$ cat src/rtl/button_conditioner.sv
// Push-button front end: 2-flop synchronizer, debounce filter, press/release
// pulses and optional auto-repeat for each button channel.
module button_conditioner #(
  parameter int unsigned              NUM_BUTTONS         = 6,
  parameter int unsigned              DEBOUNCE_CYCLES     = 1250000,
  parameter int unsigned              REPEAT_DELAY_CYCLES = 62500000,
  parameter int unsigned              REPEAT_RATE_CYCLES  = 12500000,
  parameter logic [NUM_BUTTONS-1:0]   REPEAT_MASK         = 6'b011000
) (
  input  logic                   clk,
  input  logic                   reset,
  input  logic [NUM_BUTTONS-1:0] btn_raw,
  output logic [NUM_BUTTONS-1:0] btn_level,
  output logic [NUM_BUTTONS-1:0] btn_pulse,
  output logic [NUM_BUTTONS-1:0] btn_release
);

  localparam int unsigned DCW  = (DEBOUNCE_CYCLES > 1) ? $clog2(DEBOUNCE_CYCLES) : 1;
  localparam int unsigned RMAX = (REPEAT_DELAY_CYCLES > REPEAT_RATE_CYCLES) ?
                                 REPEAT_DELAY_CYCLES : REPEAT_RATE_CYCLES;
  localparam int unsigned RCW  = (RMAX > 1) ? $clog2(RMAX) : 1;

  localparam logic [DCW-1:0] DEB_TERM   = DCW'(DEBOUNCE_CYCLES - 1);
  localparam logic [RCW-1:0] RDLY_TERM  = RCW'(REPEAT_DELAY_CYCLES - 1);
  localparam logic [RCW-1:0] RRATE_TERM = RCW'(REPEAT_RATE_CYCLES - 1);

  typedef enum logic [1:0] {
    ST_IDLE   = 2'd0,
    ST_DELAY  = 2'd1,
    ST_REPEAT = 2'd2
  } rep_state_e;

  logic [NUM_BUTTONS-1:0] r_sync1;
  logic [NUM_BUTTONS-1:0] r_sync2;

  // Metastability guard on the asynchronous button inputs
  always_ff @(posedge clk or posedge reset) begin
    if (reset) begin
      r_sync1 <= '0;
      r_sync2 <= '0;
    end else begin
      r_sync1 <= btn_raw;
      r_sync2 <= r_sync1;
    end
  end

  for (genvar gi = 0; gi < NUM_BUTTONS; gi++) begin : g_ch
    logic [DCW-1:0] r_dcnt;
    logic           r_stable;
    logic           r_pulse;
    logic           r_release;
    logic           w_accept;
    logic           w_press;
    logic           w_rel;
    logic           w_rep;

    // Level change is accepted on the Nth consecutive differing synced sample
    assign w_accept = (r_sync2[gi] != r_stable) && (r_dcnt == DEB_TERM);
    assign w_press  = w_accept &  r_sync2[gi];
    assign w_rel    = w_accept & ~r_sync2[gi];

    always_ff @(posedge clk or posedge reset) begin
      if (reset) begin
        r_dcnt   <= '0;
        r_stable <= 1'b0;
      end else if (r_sync2[gi] == r_stable) begin
        r_dcnt   <= '0;
      end else if (r_dcnt == DEB_TERM) begin
        r_stable <= r_sync2[gi];
        r_dcnt   <= '0;
      end else begin
        r_dcnt   <= r_dcnt + DCW'(1);
      end
    end

    if (REPEAT_MASK[gi]) begin : g_rep
      rep_state_e     r_state;
      rep_state_e     w_state_nxt;
      logic [RCW-1:0] r_rcnt;
      logic [RCW-1:0] w_rcnt_nxt;

      always_ff @(posedge clk or posedge reset) begin
        if (reset) begin
          r_state <= ST_IDLE;
          r_rcnt  <= '0;
        end else begin
          r_state <= w_state_nxt;
          r_rcnt  <= w_rcnt_nxt;
        end
      end

      // Release wins over a coinciding terminal count so no pulse follows it
      always_comb begin
        w_state_nxt = r_state;
        w_rcnt_nxt  = r_rcnt;
        w_rep       = 1'b0;
        if (w_rel) begin
          w_state_nxt = ST_IDLE;
          w_rcnt_nxt  = '0;
        end else begin
          case (r_state)
            ST_IDLE: begin
              if (w_press) begin
                w_state_nxt = ST_DELAY;
                w_rcnt_nxt  = '0;
              end
            end
            ST_DELAY: begin
              if (r_rcnt == RDLY_TERM) begin
                w_rep       = 1'b1;
                w_rcnt_nxt  = '0;
                w_state_nxt = ST_REPEAT;
              end else begin
                w_rcnt_nxt  = r_rcnt + RCW'(1);
              end
            end
            ST_REPEAT: begin
              if (r_rcnt == RRATE_TERM) begin
                w_rep       = 1'b1;
                w_rcnt_nxt  = '0;
              end else begin
                w_rcnt_nxt  = r_rcnt + RCW'(1);
              end
            end
            default: begin
              w_state_nxt = ST_IDLE;
              w_rcnt_nxt  = '0;
            end
          endcase
        end
      end
    end else begin : g_norep
      assign w_rep = 1'b0;
    end

    always_ff @(posedge clk or posedge reset) begin
      if (reset) begin
        r_pulse   <= 1'b0;
        r_release <= 1'b0;
      end else begin
        r_pulse   <= w_press | w_rep;
        r_release <= w_rel;
      end
    end

    assign btn_level[gi]   = r_stable;
    assign btn_pulse[gi]   = r_pulse;
    assign btn_release[gi] = r_release;
  end

endmodule

$ cat config.mk
export PLATFORM = sky130hd
export DESIGN_NAME = button_conditioner
export DESIGN_NICKNAME = d
export VERILOG_FILES = /design/src/rtl/button_conditioner.sv
export SDC_FILE = /design/constraint.sdc
export NUM_CORES = 1
export LEC_CHECK = 0
export CAP_MARGIN = 20
export CORE_MARGIN = 2
export CORE_UTILIZATION = 45
export DETAILED_ROUTE_END_ITERATION = 7
export PLACE_DENSITY_LB_ADDON = 0.12
export SYNTH_ARGS = -nofsm -noshare
export SYNTH_HDL_FRONTEND = slang
export SYNTH_SLANG_ARGS = --single-unit
$ cat constraint.sdc
create_clock -name clk -period 7.2 [get_ports clk]
set_clock_uncertainty 0.1 [all_clocks]
set_input_delay 0.72 -clock clk [delete_from_list [all_inputs] [get_ports clk]]
set_output_delay 0.72 -clock clk [all_outputs]
set_load 0.01 [all_outputs]
---- Word-level counts from Yosys, hierarchy flattened ----
Cells that the tools add are included.
word-level totals
  flip-flop bits (word level) ............. 212
  latch bits .............................. 0
  RAM bits ................................ 0
  ROM bits ................................ 0
  logic and storage cells ................. 150
  memories ................................ 0
operators by class
  add/subtract/negate cells ............... 8
  multipliers ............................. 0
  div/mod/pow operators ................... 0
  order comparisons ....................... 0
  eq/ne operators ......................... 32
  shift-type cells ........................ 0
  muxes and demuxes ....................... 38
  bitwise operators ....................... 26
  reduce and logical (&&, ||, !) cells .... 16
operators by type and width
  cell                   number
  $mux 21                12
  $mux 26                8
  $pmux 26 s3            2
  $add 21x1->21 const B  6
  $eq 21x21->1 const B   6
  $add 26x1->26 const B  2
  $eq 26x24->1 const B   2
  $eq 26x26->1 const B   2
  $and 1x1->1            12
  $mux 2                 6
  $ne 3x3->1 const B     4
  $not 1->1              12
  $pmux 2 s3             2
  $reduce_and 2->1       6
  $eq 1x1->1             6
  $logic_and 1x1->1      6
  $mux 1                 6
  $ne 1x1->1             6
  $reduce_and 3->1       2
  $eq 2x1->1 const B     2
  $eq 2x2->1 const B     2
  $logic_not 2->1        2
  $ne 2x2->1 const B     2
  $pmux 1 s2             2
  $or 1x1->1             2

---- Longest topological paths before layout ----
Gate-level depths: netlist (run 1).
  depth in word-level cells ............... 6
  mapped depth ............................ 9

---- Worst setup path before layout (run 1) ----
Ideal clock, no wire load.
  path type ............................... reg-to-reg
  start point ............................. register g_ch[3].g_rep.r_rcnt[8]
  end point ............................... register g_ch[3].g_rep.r_rcnt[8]
  setup time .............................. 0.118 ns
  arrival time ............................ 2.373 ns
  required time ........................... 6.982 ns
  slack ................................... 4.609 ns
  stages on the path, launching flop included .. 9
  clock period less this slack ............ 2.591 ns
  cells stage by stage .................... dfrtp_1 -> or4_1 -> or4_4 -> o31ai_4 -> a211o_2 -> buf_4 -> buf_6 -> nor3_1 -> a21o_1
between the ends
  cells in the longest elaborated chain, start to end .. 4
ends and longest elaborated chain
  element                                      RTL line  text
  from (decl)                                  79        logic [RCW-1:0] r_rcnt;
  from (signal assigned)                       88        r_rcnt <= w_rcnt_nxt;
  $add 26x1->26, or another cell as far along  114, 122
  $mux 26, on equally long branches            118, 109
  $pmux 26 s3 *                                101       case (r_state)
  $mux 26 *                                    97        if (w_rel) begin
Mark *: on every way between the ends. The rest lies on a longest branch, timed or not.
A chain may end at the register's enable or synchronous reset.

---- Worst setup path after layout (run 1) ----
  start point ............................. register g_ch[4].g_rep.r_rcnt[5]
  end point ............................... register g_ch[4].g_rep.r_rcnt[16]
between the ends
  cells in the longest elaborated chain, start to end .. 4
ends and longest elaborated chain
  element                                      RTL line
  from (decl)                                  79
  from (signal assigned)                       88
  $add 26x1->26, or another cell as far along  114, 122
  $mux 26, on equally long branches            118, 109
  $pmux 26 s3 *                                101
  $mux 26 *                                    97
Marked as above.

==> impl_metrics.py, run 1 <==
metrics = {
    "worst_setup_path": {
        "cp_max_fo": 13,
        "required_ps": 7450,
        "reg2reg_from": "g_ch[4].g_rep.r_rcnt[5]",
        "critPathLaunchType": "flip-flop",
        "worstSetupEndpointType": "flip-flop",
        "critPathKind": "reg2reg",
        "critPathArrivalTime_ps": 3420,
        "critPathLaunch": "g_ch[4].g_rep.r_rcnt[5]",
    },
    "min_path": {
        "hold_class": "reg2reg",
        "min-delay-start": "r_sync1[4]",
    },
    "sta": {
        "tightest_slew_ps": 963,
        "slew_headroom_pct": 35.8,
        "period_needed_ps": 3170,
        "slew_viol_final": 0,
        "hold_viol_final": 0,
        "rsz0062_at_grt": "false",
        "fmax_ghz": 0.316,
        "final.setup.tns_ps": 0,
        "setup_violations": 0,
        "post-route-period-util_pct": 44.0,
        "layout_setup_ws_ps": 4030,
    },
    "cts": {
        "path_clk_slew_ps": 60,
        "cts_setup_buffers": 0,
        "hold_buffers": 0,
        "cts_sinks": 212,
        "cts_root_buf": "clkbuf_16",
        "cts-resized-gates": 0,
        "cts_tree": "yes",
        "clockBufferDepth": 3,
        "cts_max_level": 1,
        "cts_made_buffers": 25,
        "clock_latency_ps": 520,
    },
    "pwr": {
        "peakVddDrop_uv": 151,
        "p_leak_nw": 4.91,
        "power_density_nw_per_um2": 207,
    },
    "flow_run": {
        "max-cap-violations": 0,
    },
    "logic_synthesis": {
        "synth_edf_count": 0,
        "synth_seq_cells": 212,
        "yosysTopAreaCellShare_pct": 50.3,
        "yosysUniqueCellTypes": 56,
        "synth-async-reset-ratio_pct": 100,
        "synthFlopType": "dfrtp_1",
        "ys_seq_area_share_pct": 50.3,
        "synth_top_area_cell": "dfrtp_1",
        "synth_nets": 1121,
        "syn_area_um2": 10500,
        "netlist_top_cells_area": "dfrtp_1 (50%), xor2_1 (6.6%), nor2_1 (6.2%)",
        "yosysWarnings": 0,
        "syn-instance-count": 1097,
        "avgSynthCellArea_um2": 9.61,
    },
    "place": {
        "gp_congestion": 0.823,
        "dp.final_hpwl_um": 12900,
        "dp_slack_ps": 4030,
        "placed_area_um2": 11000,
        "io_buffer_count": 25,
        "dp.cells": 1396,
    },
    "final_layout": {
        "final_cell_area_um2": 11700,
        "instances_no_fill": 1440,
        "register_area_um2": 5310,
        "num-fill-cells": 2213,
        "area_growth_syn_to_layout_pct": 11.4,
        "final_cell_mix": "dfrtp_1 (212), nor2_1 (174), nand2_1 (110)",
        "nets": 1129,
        "layout_commonest_cell": "dfrtp_1",
        "final_core_util_pct": 50.5,
        "n_antenna_cell": 0,
        "drive_gt1_share_pct": 5.53,
        "multi_input_area_um2": 4880,
    },
    "run_status": {
        "status": "finished clean",
    },
    "floorplanning": {
        "die_x_um": 157,
        "start_util_pct": 45.3,
        "die-area_um2": 24700,
        "io_pins": 26,
        "rows": 56,
        "fp.dieH_um": 157,
        "core-area_um2": 23300,
    },
    "detailed_routing": {
        "via_per_inst": 5.24,
        "routed_wl_um": 20100,
        "dr.pass1.iters": 5,
        "drt_iter0_drc": 423,
        "drc": 0,
        "wl_per_cell_um": 14.0,
        "vias": 7547,
        "ant_nets": 0,
    },
    "grt": {
        "antenna_found_initial": 0,
        "grt-ovfl-total": 0,
        "grt_pass1_vias": 7364,
        "grt_start_max_net_pins": 107,
        "grt_use_total_pct": 16.8,
        "grt_pass1_wl_um": 34900,
    },
}
## Yosys cell counts, drive strengths merged, types with 13 or more instances
master / number
xnor2: 48
o21ai: 20
or4: 19
nor2: 174
nor4: 13
nand4: 31
a21oi: 15
and3: 31
ha: 16
nand3: 92
clkbuf: 25
dfrtp: 212
or3: 13
nor3: 20
xor2: 80
buf: 25
inv: 26
nand2: 110
## sequential cells by signal (all words and copies together), names as in the netlist
name and count:
g_ch.r_dcnt 126, g_ch.g_rep.r_rcnt 52, g_ch.r_pulse 6, g_ch.r_release 6, g_ch.r_stable 6, r_sync1 6
r_sync2 6, g_ch.g_rep.r_state 4
## stage by stage
stage,total power [mW],hold WS (ps)
finish,2.43,252
global route,2.53,263
CTS,2.47,252
detailed placement,1.29,239
global placement,1.29,236
floorplan,1.27,231
## cell type report
| type | count | share of cell area, % |
|---|---|---|
| sequential | 212 | 45.2 |
| multi-input combinational | 809 | 41.5 |
| clock buffer | 37 | 6.14 |
| tap | 319 | 3.40 |
| timing repair buffer | 31 | 2.58 |
| inverter | 26 | 0.895 |
| clock inverter | 6 | 0.288 |
## report_power, final
part           leakage, nW  internal (mW)  switching, mW
clock                0.376          0.687          0.472
sequential            2.92           1.20         0.0120
combinational         1.61         0.0135         0.0407
## final timing paths
check | to | slack, ps | cells after the start
hold / removal | r_sync2[4] | 250 | 0
setup reg to reg | g_ch[4].g_rep.r_rcnt[16] | 4030 | 7
setup / recovery | g_ch[4].g_rep.r_rcnt[16] | 4030 | 7
min in group asynchronous | g_ch[4].r_dcnt[15] | 630 | 2
max in group asynchronous | g_ch[4].g_rep.r_rcnt[24] | 5040 | 3
hold reg to reg | r_sync2[4] | 250 | 0
## routing by layer
layer | up-vias | wire length (um) | track usage [%]
li1 | 3819 | - | -
met1 | 3606 | 10300 | 24.0
met2 | 92 | 8850 | 26.8
met3 | 30 | 589 | 2.42
met4 | 0 | 370 | 4.37
met5 | - | 0 | 0
## logic make-up (layout without fill, tap and decap cells)
| family | after synthesis | in the layout | share of synthesized area (%) |
|---|---|---|---|
| simple gates | 570 | 570 | 27.0 |
| flops | 212 | 212 | 50.3 |
| xor+xnor | 128 | 128 | 10.6 |
| compound gates | 89 | 89 | 6.03 |
| buf+inv | 76 | 100 | 3.49 |
| fa+ha+maj | 16 | 16 | 1.90 |
| mux | 6 | 6 | 0.617 |
## worst max-delay path: stages, from the launching register on
cell and delay (ps):
dfrtp_1 430, or4_1 530, or4_4 460, o41ai_2 390, a211oi_1 110, buf_4 210, nor2_1 640, nor2_1 130
(Power assumes the default switching activity.)
==> inputs of run 2 (changes only) <==
Clock period 7.2 ns to 2.9 ns, I/O delays scaled along.
==> impl_metrics.py, run 2 (same netlist as run 1, synthesis figures left out) <==
metrics = {
    "sta": {
        "slew_viol_final": 0,
        "rsz0062_at_grt": "false",
        "final.setup.tns_ps": 0,
        "post-route-period-util_pct": 94.1,
        "period_needed_ps": 2730,
        "timing.hold.ws_ps": 77.9,
        "fmax_ghz": 0.366,
        "hold_viol_final": 0,
        "slew_headroom_pct": 54.6,
        "setup_violations": 0,
        "tightest_slew_ps": 680,
        "layout_setup_ws_ps": 170,
    },
    "grt": {
        "grt.busiest_layer": "met2",
        "antenna_found_initial": 0,
        "grt-ovfl-total": 0,
        "grt_pass1_vias": 7701,
        "grt_pass1_wl_um": 36700,
        "grt_use_total_pct": 17.7,
        "met3_usage_pct": 2.48,
        "grt_start_max_net_pins": 48,
        "grtUsageMet2_pct": 29.6,
        "use_met1_pct": 24.3,
    },
    "floorplanning": {
        "io_pins": 26,
        "die_x_um": 157,
        "die-area_um2": 24700,
        "rows": 56,
        "fp.dieH_um": 157,
        "core-area_um2": 23300,
        "start_util_pct": 45.3,
    },
    "cts": {
        "cts_root_buf": "clkbuf_16",
        "cts_max_level": 1,
        "cts_sinks": 212,
        "hold_buffers": 0,
        "clock_latency_ps": 520,
        "cts-resized-gates": 0,
        "cts_made_buffers": 25,
        "clockBufferDepth": 3,
        "path_clk_slew_ps": 60,
        "cts_tree": "yes",
        "cts_setup_buffers": 0,
    },
    "final_layout": {
        "final_cell_mix": "dfrtp_1 (212), nor2_1 (174), nand2_1 (110)",
        "layout_commonest_cell": "dfrtp_1",
        "regMostFlops": "g_ch.r_dcnt",
        "reg.largest.list": "g_ch.r_dcnt x126, g_ch.g_rep.r_rcnt x52",
        "n_antenna_cell": 0,
        "largest_reg_flops": 126,
        "area_growth_syn_to_layout_pct": 14.3,
        "drive_gt1_share_pct": 8.33,
        "nets": 1161,
        "instances_no_fill": 1472,
    },
    "pwr": {
        "peakVddDrop_uv": 347,
        "internal_power_mw": 4.84,
        "p_seq_share_pct": 49.0,
        "power_density_nw_per_um2": 510,
        "comb_power_share_pct": 2.5,
        "switchingPower_mw": 1.31,
        "p_leak_nw": 5.09,
        "p_sw_share_pct": 21.3,
        "p_clk_share_pct": 48.5,
    },
    "detailed_routing": {
        "routed_wl_um": 20800,
        "wl_per_cell_um": 14.1,
        "ant_nets": 0,
        "drt_iter0_drc": 395,
        "vias": 7710,
        "drc": 0,
        "dr.pass1.iters": 4,
        "via_per_inst": 5.24,
    },
    "worst_setup_path": {
        "cp_max_fo": 8,
        "crit_buf_inv": 1,
        "cpPeakStageDelay_ps": 510,
        "ff2ff_setup_slack_ps": 170,
        "worstSetupEndpointType": "flip-flop",
        "reg2reg_from": "g_ch[4].g_rep.r_rcnt[5]",
        "critPathArrivalTime_ps": 3040,
        "critPathLaunchType": "flip-flop",
        "critPathTopFamily": "simple AND/OR/NAND/NOR gates",
        "crit_path_top_delay_cell": "or4_1",
        "reg2reg_depth": 7,
        "cp_cell_sequence": "or4_1 > or4_4 > o41ai_2 > a211oi_2 > buf_4 > a21o_1 > a22o_1",
        "required_ps": 3210,
        "critPathKind": "reg2reg",
        "r2r-end": "g_ch[4].g_rep.r_rcnt[4]",
    },
    "min_path": {
        "hold_class": "in2async",
    },
    "place": {
        "dp_slack_ps": 82.5,
        "dp.final_hpwl_um": 14100,
        "dp.cells": 1429,
        "gp_congestion": 0.776,
        "io_buffer_count": 25,
    },
    "flow_run": {
        "max-cap-violations": 0,
    },
    "run_status": {
        "status": "finished clean",
    },
}
[run 2: cell type report]
class / count / area (um2)
clock buffers: 40 / 772
multi-input cells: 809 / 4890
fillers: 2170 / 11200
well taps: 319 / 399
flip-flops and latches: 212 / 5310
inverters: 26 / 101
clock inverters: 3 / 18.8
repair buffers: 63 / 573
[run 2: power by group through the flow]
stage / combinational [mW] / sequential (mW) / clock, mW
floorplan: 0.100 / 3.06 / 0
global placement: 0.160 / 3.07 / 0
detailed placement: 0.161 / 3.07 / 0
CTS: 0.162 / 3.02 / 3.09
global route: 0.180 / 3.02 / 3.21
finish: 0.153 / 3.02 / 2.98
[run 2: worst max path at each step]
stage | startpoint | end | slack [ps] | depth (start not counted)
2_1_floorplan | reset | g_ch[0].r_dcnt[0] | -250 | 1
3_3_place_gp | g_ch[3].g_rep.r_rcnt[8] | g_ch[3].g_rep.r_rcnt[23] | 120 | 6
3_5_place_dp | g_ch[3].g_rep.r_rcnt[8] | g_ch[3].g_rep.r_rcnt[12] | 80 | 6
4_1_cts | g_ch[3].g_rep.r_rcnt[8] | g_ch[3].g_rep.r_rcnt[12] | 70 | 6
5_1_grt | g_ch[4].g_rep.r_rcnt[0] | g_ch[4].g_rep.r_rcnt[4] | 40 | 8
6_report | g_ch[4].g_rep.r_rcnt[5] | g_ch[4].g_rep.r_rcnt[4] | 170 | 7
[run 2: metal layers]
| layer | up-vias | share of wire, % |
|---|---|---|
| li1 | 3886 | - |
| met1 | 3731 | 49 |
| met2 | 68 | 47 |
| met3 | 25 | 2.6 |
| met4 | 0 | 1.9 |
| met5 | - | 0 |
[run 2: stage by stage]
stage / power, mW / utilization (%) / cell area, um2
floorplan: 3.16 / - / 10600
global route: 6.41 / 51.8 / 12100
global placement: 3.23 / 48.4 / 11300
CTS: 6.26 / 51.8 / 12000
finish: 6.15 / 51.8 / 12100
detailed placement: 3.23 / 48.4 / 11300
==> inputs of run 3 (changes only) <==
Settings changed: ABC_AREA set to 0.
==> results of run 3 <==
Final layout, timing and power as in run 2 (identical DEF).
